===== src/rtl/glyph_table_loader.sv =====
`default_nettype none
// ============================================================================
// Module   : glyph_table_loader
// Brief    : Frames a byte stream into glyph records and writes 16-bit row-pair
//            words into the glyph table's spare write port.
// Revision : 1.0
// ============================================================================
module glyph_table_loader #(
  parameter logic [7:0] SYNC_BYTE      = 8'hA5,
  parameter int         TIMEOUT_CYCLES = 1000000,
  parameter int         ADDR_W         = 13
) (
  input  logic              clk,
  input  logic              reset,
  input  logic [7:0]        in_data,
  input  logic              in_valid,
  output logic              in_ready,
  output logic              gt_we,
  output logic [ADDR_W-1:0] gt_addr,
  output logic [15:0]       gt_din,
  output logic              busy,
  output logic              glyph_done,
  output logic              frame_err,
  output logic [7:0]        glyph_count
);

  localparam int              TMO_W    = $clog2(TIMEOUT_CYCLES);
  localparam logic [TMO_W-1:0] TMO_LAST = TMO_W'(TIMEOUT_CYCLES - 1);

  localparam logic [2:0] S_IDLE   = 3'd0;
  localparam logic [2:0] S_CODE   = 3'd1;
  localparam logic [2:0] S_ROW_HI = 3'd2;
  localparam logic [2:0] S_ROW_LO = 3'd3;
  localparam logic [2:0] S_WRITE  = 3'd4;

  logic [2:0]        state_q, state_d;
  logic [7:0]        code_q;
  logic [7:0]        hi_q;
  logic [1:0]        k_q;
  logic [TMO_W-1:0]  tmo_q;
  logic [ADDR_W-1:0] gt_addr_q;
  logic [15:0]       gt_din_q;
  logic              done_q;
  logic              ferr_q;
  logic [7:0]        count_q;

  logic              accept;
  logic              counting;
  logic              tmo_hit;
  logic              last_word;
  logic [ADDR_W-1:0] word_addr;

  assign accept    = in_valid && in_ready;
  assign counting  = (state_q == S_CODE) || (state_q == S_ROW_HI) || (state_q == S_ROW_LO);
  assign tmo_hit   = counting && (tmo_q == TMO_LAST) && !accept;
  assign last_word = (state_q == S_WRITE) && (k_q == 2'd3);

  // {code, k} equals {code, 2'b00} + k since k never exceeds 3
  always_comb begin
    word_addr      = '0;
    word_addr[9:0] = {code_q, k_q};
  end

  always_ff @(posedge clk) begin
    if (reset) begin
      state_q <= S_IDLE;
    end else begin
      state_q <= state_d;
    end
  end

  always_comb begin
    state_d = state_q;
    case (state_q)
      S_IDLE: begin
        if (accept && (in_data == SYNC_BYTE)) state_d = S_CODE;
      end
      S_CODE: begin
        if (accept)       state_d = S_ROW_HI;
        else if (tmo_hit) state_d = S_IDLE;
      end
      S_ROW_HI: begin
        if (accept)       state_d = S_ROW_LO;
        else if (tmo_hit) state_d = S_IDLE;
      end
      S_ROW_LO: begin
        if (accept)       state_d = S_WRITE;
        else if (tmo_hit) state_d = S_IDLE;
      end
      S_WRITE: begin
        state_d = (k_q == 2'd3) ? S_IDLE : S_ROW_HI;
      end
      default: state_d = S_IDLE;
    endcase
  end

  always_comb begin
    in_ready = (state_q != S_WRITE);
    gt_we    = (state_q == S_WRITE);
    busy     = (state_q != S_IDLE);
  end

  always_ff @(posedge clk) begin
    if (reset) begin
      code_q    <= '0;
      hi_q      <= '0;
      k_q       <= '0;
      tmo_q     <= '0;
      gt_addr_q <= '0;
      gt_din_q  <= '0;
      done_q    <= 1'b0;
      ferr_q    <= 1'b0;
      count_q   <= '0;
    end else begin
      done_q <= last_word;
      ferr_q <= tmo_hit;
      if (last_word) count_q <= count_q + 8'd1;

      // Counter is held at zero outside the record states so every entry starts fresh
      if (!counting || accept || tmo_hit) tmo_q <= '0;
      else                                tmo_q <= tmo_q + TMO_W'(1);

      if (accept) begin
        case (state_q)
          S_CODE: begin
            code_q <= in_data;
            k_q    <= 2'd0;
          end
          S_ROW_HI: hi_q <= in_data;
          S_ROW_LO: begin
            gt_din_q  <= {hi_q, in_data};
            gt_addr_q <= word_addr;
          end
          default: ;
        endcase
      end

      if ((state_q == S_WRITE) && (k_q != 2'd3)) k_q <= k_q + 2'd1;
    end
  end

  assign gt_addr     = gt_addr_q;
  assign gt_din      = gt_din_q;
  assign glyph_done  = done_q;
  assign frame_err   = ferr_q;
  assign glyph_count = count_q;

endmodule
`default_nettype wire


===== config.mk =====
export PLATFORM = sky130hd
export DESIGN_NAME = glyph_table_loader
export DESIGN_NICKNAME = d
export VERILOG_FILES = /design/src/rtl/glyph_table_loader.sv
export SDC_FILE = /design/constraint.sdc
export NUM_CORES = 1
export LEC_CHECK = 0
export CAP_MARGIN = 10
export CORE_UTILIZATION = 52
export CTS_CLUSTER_SIZE = 28
export DETAILED_ROUTE_END_ITERATION = 7
export GPL_TIMING_DRIVEN = 0
export PLACE_DENSITY = 0.78
export SYNTH_ARGS = -nofsm -noshare
export SYNTH_HDL_FRONTEND = slang
export SYNTH_SLANG_ARGS = --single-unit

===== constraint.sdc =====
create_clock -name clk -period 2.25 [get_ports clk]
set_input_delay 0.3375 -clock clk [delete_from_list [all_inputs] [get_ports clk]]
set_output_delay 0.3375 -clock clk [all_outputs]
set_load 0.05 [all_outputs]

==> impl_metrics.ini <==
[final_layout]
final_area_um2 = 3930
final_util = 0.696
fin_nets = 452
drive_above_1_share = 0.0722
num_antenna_cells = 0
areaGrowthSynthToFinish_pct = 25.8
instances_no_fill = 515

[global_route]
grt_pass1_vias = 2362
grt_max_degree = 15
grt_pass1_wl_um = 11000
overflow = 0
antenna_found_initial = 0
grtUsageTotal = 0.226

[drt]
drt.antenna.violating_nets = 0
finalWirelength_um = 6550
drt_first_pass_iters = 4
first_iter_violations = 109
remaining_drc_errors = 0
via_per_inst = 5.32
num_vias = 2739
post_drt_wl_per_cell_um = 12.7

[logic_synthesis]
ys_types = 43
synthFlopType = dfxtp_1
synth_compound_area_frac = 0.112
synthSimpleGateAreaFrac = 0.278
synth_fa_ha_area_frac = 0.0120
syn_inst = 376
async_flop_share = 0
ys_seq_area_frac = 0.494
ys_seq_elements = 77
muxShareOfSynthArea = 0
synth_top_family_by_area = simple AND/OR/NAND/NOR gates
synth_area_per_cell_um2 = 8.30
syn_area_um2 = 3120
yosys_warnings = 0
synthXorXnorAreaFrac = 0.0589
synth_edf_count = 0

[clock_tree]
clockBufferDepth = 2
cts.sinks = 77
clk_pin_slew_worst_paths_ns = 0.08
cts_buffers = 9
clkLatencyLatePin_ns = 0.35
cts_max_level = 3
cts_root_buf = clkbuf_8
cts_tree = done
hold_buffers = 0

[power]
power_frac_comb = 0.026
total_power_mw = 2.58
p_int_mw = 2.02
swShare = 0.218
p_seq_frac = 0.528
p_leak_nw = 1.25
power_frac_clock = 0.446
p_per_area_nw_per_um2 = 657
p_sw_uw = 563
peakVddDrop_mv = 0.500

[setup_path]
rr_worst_depth = 5
r2r_start = tmo_q[0]$_SDFF_PP0_
required_ns = 1.91
cpPeakStageDelay_ns = 0.52
startpoint = state_q[2]$_SDFFE_PP0P_
cp-end-kind = output port
crit_chain = or3b_2 -> dlygate4sd2_1
critPathTopFamily = simple AND/OR/NAND/NOR gates
r2r_setup_slack_ns = 0.31
critPathBufInv = 1
slowest_stage = or3b_2
critPathMaxFanout = 9
cp_data_arrival_time_ns = 1.83
crit_cells = 2
critPathLaunchType = flop
path_class = flop to output port

[placement]
dpl.cell_count = 499
dp_hpwl_um = 4690
gp_congestion = 0.834
pre_cts_ws_ns = -0.0163
io_buffers = 49
post_dp_cell_area_um2 = 3710

[run]
cap_violations = 0

[sta]
period_share = 0.962
hold_violations = 0
worst_slack_ns = 0.0859
relSlewSlack = 0.656
max_freq_mhz = 462
whs_ns = 0.456
rsz0062_at_grt = no
period_minus_slack_ns = 2.16
worstMarginPinSlew_ns = 0.515
fin_tns_setup_ns = 0
maxSlewViolCount = 0
skew_ns = 0.00626
finalSetupViolCount = 0

[floorplanning]
core_area_um2 = 5640
die_area_um2 = 6320
ios = 53
start_util = 0.553
rows = 27
die_w_um = 79.5
die_y_um = 79.5

[run_status]
status = finished, final reports clean

[worst_hold_path]
whs_path_depth = 2
hp-class = flop to flop
min-delay-start = code_q[1]$_SDFFE_PP0P_
[cells in the final DEF (no fill, tap or decap), drive strengths merged, types with 2 or more instances in the layout]
master         instances
nor4                   6
and3b                  2
inv                   10
nand3b                 5
or2                    2
clkinvlp               2
clkdlybuf4s50         46
nor4b                  2
bufinv                 2
conb                   3
xor2                   5
nand4                  9
nor3                   6
or3b                   2
nor2                  29
dfxtp                 77
xnor2                 16
buf                    8
o21ai                  3
or4                    4
nand3                  8
ha                     3
nand2                 96
a21oi                 52
or3                    4
o31ai                  3
clkbuf                23
[worst min-delay path, cell delays in order, from the launching register on]
cell and delay [ns]:
dfxtp_1 0.32, nand2_1 0.05, a21oi_1 0.05
[what timing repair did]
action                                  CTS  global route
gates resized for setup                   5             2
endpoints found under the setup margin    3             1
setup buffers                             0             0
[layer usage]
metal  global-route usage  share of wire
met1                0.276           0.45
met2                0.375           0.47
met3               0.0743          0.062
met4               0.0673          0.012
met5                    0              0
[power by group through the flow]
stage	combinational, mW	clock, mW	sequential (mW)
2_1_floorplan	0.0335	0	1.39
3_3_place_gp	0.0668	0	1.39
3_5_place_dp	0.0678	0	1.39
4_1_cts	0.0680	1.18	1.36
5_1_grt	0.0721	1.23	1.36
6_report	0.0681	1.15	1.36
[registers in the layout, indices dropped and copies added, names as in the netlist]
| signal | cells |
|---|---|
| code_q | 8 |
| state_q | 3 |
| k_q | 2 |
| glyph_done | 1 |
| gt_din | 16 |
| frame_err | 1 |
| tmo_q | 20 |
| glyph_count | 8 |
| gt_addr | 10 |
| hi_q | 8 |
[final timing paths]
| kind | end |
|---|---|
| worst max-delay path | in_ready |
| worst min-delay path | gt_addr[3]$_SDFFE_PP0P_ |
| worst max register to register | tmo_q[18]$_SDFF_PP0_ |
| worst min register to register | gt_addr[3]$_SDFFE_PP0P_ |
[cell type report]
cell class	count	area, um^2
clock buffer	9	124
buffer	21	109
multi-input combinational	272	1450
clock inverter	7	97.6
timing repair buffer	49	485
fill	473	1720
inverter	8	30.0
sequential	77	1540
tap	72	90.1
[Yosys cell counts (3+ instances only)]
cell type | number | area share
a21oi_1 | 52 | 0.083
buf_2 | 3 | 0.0048
buf_4 | 3 | 0.0072
clkbuf_1 | 13 | 0.016
dfxtp_1 | 77 | 0.49
ha_1 | 3 | 0.012
inv_1 | 8 | 0.0096
nand2_1 | 96 | 0.12
nand3_1 | 7 | 0.011
nand3b_1 | 5 | 0.012
nand4_1 | 9 | 0.018
nor2_1 | 29 | 0.035
nor3_1 | 6 | 0.0096
nor4_1 | 6 | 0.012
o31ai_1 | 3 | 0.0072
or3_1 | 4 | 0.0080
or4_1 | 3 | 0.0072
xnor2_1 | 16 | 0.045
xor2_1 | 5 | 0.014
[kinds of logic after synthesis]
family                   count (synthesis)
AO/OA/AOI/OAI                           63
XOR/XNOR                                21
adder cells (fa/ha/maj)                  3
buffers and inverters                   29
flip-flops                              77
other                                    1
AND/OR/NAND/NOR                        182
Note: power is estimated with default switching activity, not from simulation.
